<file path="src/rtl/btn_event_queue.sv">
// rtl/btn_event_queue.sv - button sync/debounce with press pulses and a 4-entry press-event FIFO
module btn_event_queue #(
    parameter int DEB_CYCLES = 250000,
    parameter int CNT_W      = 18
) (
    input  logic       clk,
    input  logic       rst,
    input  logic [2:0] btn_raw,
    output logic [2:0] btn_level,
    output logic [2:0] btn_press,
    output logic       evt_valid,
    output logic [1:0] evt_id,
    input  logic       evt_ack,
    output logic [2:0] evt_count,
    output logic [7:0] drop_cnt
);
    localparam logic [CNT_W-1:0] CNT_LAST = CNT_W'(DEB_CYCLES - 1);

    logic [2:0]       sync_a;
    logic [2:0]       sync_b;
    logic [CNT_W-1:0] cnt [3];
    logic [2:0]       rise;
    logic [2:0]       pend;
    logic [2:0]       grant;
    logic [2:0]       clr;
    logic [2:0]       drop;
    logic [1:0]       push_id;
    logic             pop;
    logic             push;
    logic             can_write;
    logic [8:0]       drop_sum;
    logic [1:0]       mem [4];
    logic [1:0]       rd_ptr;
    logic [1:0]       wr_ptr;

    always_ff @(posedge clk) begin
        if (rst) begin
            sync_a <= '0;
            sync_b <= '0;
        end else begin
            sync_a <= btn_raw;
            sync_b <= sync_a;
        end
    end

    // A channel rises in the same edge its debounced level flips to 1.
    always_comb begin
        for (int i = 0; i < 3; i++) begin
            rise[i] = sync_b[i] & ~btn_level[i] & (cnt[i] == CNT_LAST);
        end
    end

    always_ff @(posedge clk) begin
        if (rst) begin
            btn_level <= '0;
            btn_press <= '0;
            for (int i = 0; i < 3; i++) begin
                cnt[i] <= '0;
            end
        end else begin
            btn_press <= rise;
            for (int i = 0; i < 3; i++) begin
                if (sync_b[i] == btn_level[i]) begin
                    cnt[i] <= '0;
                end else if (cnt[i] == CNT_LAST) begin
                    btn_level[i] <= sync_b[i];
                    cnt[i]       <= '0;
                end else begin
                    cnt[i] <= cnt[i] + CNT_W'(1);
                end
            end
        end
    end

    assign evt_valid = (evt_count != 3'd0);
    assign pop       = evt_valid & evt_ack;
    assign can_write = (evt_count != 3'd4) | pop;
    assign evt_id    = evt_valid ? mem[rd_ptr] : 2'd0;

    always_comb begin
        grant   = 3'b000;
        push_id = 2'd0;
        if (pend[0]) begin
            grant   = 3'b001;
            push_id = 2'd1;
        end else if (pend[1]) begin
            grant   = 3'b010;
            push_id = 2'd2;
        end else if (pend[2]) begin
            grant   = 3'b100;
            push_id = 2'd3;
        end
    end

    assign push     = can_write & (pend != 3'b000);
    assign clr      = push ? grant : 3'b000;
    assign drop     = btn_press & pend & ~clr;
    assign drop_sum = {1'b0, drop_cnt} + {8'd0, drop[0]} + {8'd0, drop[1]} + {8'd0, drop[2]};

    always_ff @(posedge clk) begin
        if (rst) begin
            pend     <= '0;
            drop_cnt <= '0;
        end else begin
            pend     <= (pend & ~clr) | btn_press;
            drop_cnt <= (drop_sum > 9'd255) ? 8'd255 : drop_sum[7:0];
        end
    end

    // Storage is not reset; evt_id is gated by evt_valid instead.
    always_ff @(posedge clk) begin
        if (push) begin
            mem[wr_ptr] <= push_id;
        end
    end

    always_ff @(posedge clk) begin
        if (rst) begin
            rd_ptr    <= '0;
            wr_ptr    <= '0;
            evt_count <= '0;
        end else begin
            if (push) begin
                wr_ptr <= wr_ptr + 2'd1;
            end
            if (pop) begin
                rd_ptr <= rd_ptr + 2'd1;
            end
            case ({push, pop})
                2'b10:   evt_count <= evt_count + 3'd1;
                2'b01:   evt_count <= evt_count - 3'd1;
                default: evt_count <= evt_count;
            endcase
        end
    end
endmodule

</file>
<file path="config.mk">
export PLATFORM = sky130hd
export DESIGN_NAME = btn_event_queue
export DESIGN_NICKNAME = d
export VERILOG_FILES = /design/src/rtl/btn_event_queue.sv
export SDC_FILE = /design/constraint.sdc
export NUM_CORES = 1
export LEC_CHECK = 0
export ABC_AREA = 1
export BUFFER_PORTS_ARGS = -buffer_cell sky130_fd_sc_hd__clkbuf_2
export CORE_MARGIN = 3
export CORE_UTILIZATION = 50
export DETAILED_ROUTE_END_ITERATION = 7
export PLACE_DENSITY = 0.67
export SETUP_SLACK_MARGIN = 0.02
export SLEW_MARGIN = 20
export SYNTH_ARGS = -nofsm -noshare
export SYNTH_HDL_FRONTEND = slang
export SYNTH_SLANG_ARGS = --single-unit
</file>
<file path="constraint.sdc">
create_clock -name clk -period 3.45 [get_ports clk]
set_input_delay 0.69 -clock clk [delete_from_list [all_inputs] [get_ports clk]]
set_output_delay 0.69 -clock clk [all_outputs]
set_load 0.02 [all_outputs]
</file>
==> Implementation_results.wiki <==
{| class="wikitable"
! Metric !! Value
|-
| Detailed-routing iteration count for the pre-antenna-repair pass || 4
|-
| Die outline area || 0.01166 sq mm
|-
| Critical path data required time || ~3.8 ns
|-
| Worst setup skew after layout || 0.01048 ns
|-
| Largest vdd supply drop || 0.0002011 V
|-
| Clock-pin slew of the registers on the worst-case setup and hold paths || approximately 0.10 ns
|-
| Power density of the placed cells || 376.9 mW/mm^2
|-
| Resized cells post-CTS || 0
|-
| Number of synthesized flops with an enable pin || 62
|-
| Max-slew headroom || 0.6350
|-
| First-pass GRT wire length || ~16,000 um
|-
| Level count of the clock H-tree || 3
|-
| Netlist area before placement || approximately 0.0052 sq mm
|-
| Outcome || finished clean
|-
| Layout overhead on the synthesized area || 12.20%
|-
| Leading cell types by count after synthesis || nor2_1 (131), nand2_1 (120), inv_1 (90)
|-
| Synth area leader || edfxtp_1
|-
| Min Hold Slack || 0.4079 ns
|-
| Post-DP HPWL || about 7000 um
|-
| Post-layout worst setup margin || 0.2977 ns
|-
| Warning count from the yosys run || 0
|-
| DR vias || 4,007
|-
| Element type at the critical path end || flop
|-
| Highest achievable clock rate || approximately 320 MHz
|-
| Sequential share of the synthesized area || 0.4812
|-
| Global-route congestion overflow total || 0
|-
| Post-Synthesis Mean Instance Area || 8.280 sq um
|-
| FF-to-FF setup slack || just under 0.3 ns
|-
| Final weighted congestion of routability-driven global placement || about 0.84
|-
| Static power due to leakage || around 0.0024 uW
|-
| Core ar. || 0.009955 sq mm
|-
| Largest driver fanout on the critical path || 6
|-
| Pin count of the biggest net entering global routing || 19
|-
| Final cycle utilization of the critical path || 0.9137
|-
| Sequential cell area || between 0.002 and 0.003 sq mm
|-
| Top_reg_cell synth || edfxtp_1
|-
| Count of pins on the block boundary || 26
|-
| Number of DRC violations after detailed-routing iteration 0 || 182
|-
| Number of max-capacitance violations reported || 0
|-
| Class of the worst hold path || flop to flop
|-
| Quantity of hold-fixing buffers added after cts || 0
|-
| Starting Density || 0.5224
|-
| Layout cell share with drive strength beyond 1 || 0.1159
|-
| Final min period || 3.152 ns
|-
| Synth top area share || 0.3580
|-
| Unrepaired setup endpoints after global routing || no
|-
| Total setup buffers inserted after CTS || 0
|-
| Number of instances in the synthesized netlist || around 630
|-
| Final Total Pwr || between 2000 and 2500 uW
|-
| Nature of the critical path startpoint || flop
|-
| Worst path arrival time || 3.47 ns
|-
| Actual transition at the worst max-transition pin || about 0.55 ns
|-
| Count of buffers from port buffering || 25
|-
| Area contributors post-synth || edfxtp_1 (36%), dfxtp_1 (12%), nor2_1 (9.5%), nand2_1 (8.7%), inv_1 (6.5%)
|-
| Number of standard-cell rows in the floorplan || 36
|-
| Detail-routed net length per standard cell || about 11 um
|-
| Routed vias/inst || ~4.7
|-
| Worst setup timing slack at the placement stage || -0.04494 ns
|-
| Cell variety after synth || 34
|-
| Global-route usage over all layers || 0.1708
|-
| Horiz. Die Dim || 108.0 um
|-
| Root buffer selected by CTS || clkbuf_8
|-
| Die height || ~110 um
|-
| Count of state elements after synthesis || between 90 and 100
|-
| Number of buffers created by CTS || 9
|-
| Fill cell total of the finished layout || ~900
|-
| Worst-Skew Late Latency || 0.37 ns
|-
| Wire length reported by the detailed router || 9243 um
|-
| Ant. Diodes || 0
|-
| Number of failing hold endpoints at the final stage || 0
|-
| Footprint of the multi-input gates || about 0.0025 sq mm
|-
| Initial antenna violation count || 0
|-
| Final net count || 733
|-
| Number of buffers between clock root and the deepest sink || 2
|-
| Final Slew Violations || 0
|-
| Critical path type || flop to flop
|-
| Leading cell type by number of instances after synthesis || nor2_1
|-
| CTS sink count || 94
|-
| Final setup viols || 0
|-
| Share of async-settable or async-resettable flops after synthesis || 0
|-
| DRC violation count after routing || 0
|-
| Clock tree from TritonCTS || done
|-
| Vias in the first global route || approximately 3,800
|-
| Final ANT Viol Nets || 0
|}
[per-stage QoR]
stage / setup TNS, ns / std cells / instance area, sq um / util
3_5_place_dp: -0.09739 / 833 / 5635 / 0.5661
6_report: 0 / 849 / 5834 / 0.5861
2_1_floorplan: 0 / 681 / 5399 / -
3_3_place_gp: 0 / 833 / 5635 / 0.5661
4_1_cts: 0 / 849 / 5834 / 0.5861
5_1_grt: 0 / 849 / 5834 / 0.5861
[cells by family after synthesis]
group	synth area share
compound gates	0.04764
xor+xnor	0.05727
fa+ha+maj	0.04283
buf+inv	0.07844
flops	0.4812
other cells	0.0007212
simple gates	0.2919
[cells in the final DEF (no fill, tap or decap), types with 10 or more instances in the layout]
cell type	Yosys	final
nand3_1	26	26
nor2_2	13	13
edfxtp_1	62	62
inv_1	90	90
o21ai_0	14	14
nand4_1	12	12
ha_1	13	13
nand2_1	120	120
dfxtp_1	32	32
xnor2_1	10	10
nor2_1	131	131
clkbuf_2	0	25
xor2_1	24	24
conb_1	1	54
a21oi_1	31	31
[layout make-up]
type / count / area share
sequential: 94 / 0.4289
multi-input combinational: 487 / 0.4265
inverter: 94 / 0.06048
tap: 133 / 0.02852
clock buffer: 10 / 0.02552
timing repair buffer: 25 / 0.02145
clock inverter: 6 / 0.008578
[power breakdown]
part	switching (uW)	total (uW)	leakage, uW	internal [uW]
clock	422	739	0.000100	316
sequential	45.1	1280	0.000891	1240
combinational	119	178	0.00138	58.7
total	586	2200	0.00237	1610
[worst paths after layout]
check,end,startpoint,depth (start not counted)
max,drop_cnt[3],evt_count[0],17
min,sync_b[0],sync_a[0],2
max reg2reg,drop_cnt[3],evt_count[0],17
min reg2reg,sync_b[0],sync_a[0],2
[routing by layer]
metal | wire length [um] | track usage
met5 | 0 | 0
met4 | 122 | 0.04418
met3 | 297 | 0.03582
met2 | 4394 | 0.2975
met1 | 4429 | 0.2170
[registers in the layout, summed over array words and instances, names as in the netlist, named ones only]
name / flops
wr_ptr: 2
evt_count: 3
btn_level: 3
sync_a: 3
pend: 3
rd_ptr: 2
cnt: 54
sync_b: 3
drop_cnt: 8
btn_press: 3
mem: 8
[worst max-delay path: stages (launching register included)]
cell	delay (ns)
dfxtp_1	0.36
inv_1	0.11
nand4_1	0.14
nand2_1	0.12
o21ai_0	0.11
or2_2	0.30
fa_1	0.43
inv_1	0.07
ha_1	0.16
inv_1	0.05
fa_1	0.39
nor2_1	0.18
nand3_1	0.13
nor2_1	0.15
nand2_1	0.16
nand2_1	0.11
nand2_1	0.05
inv_1	0.06
Power figures use the tool's default switching activity.
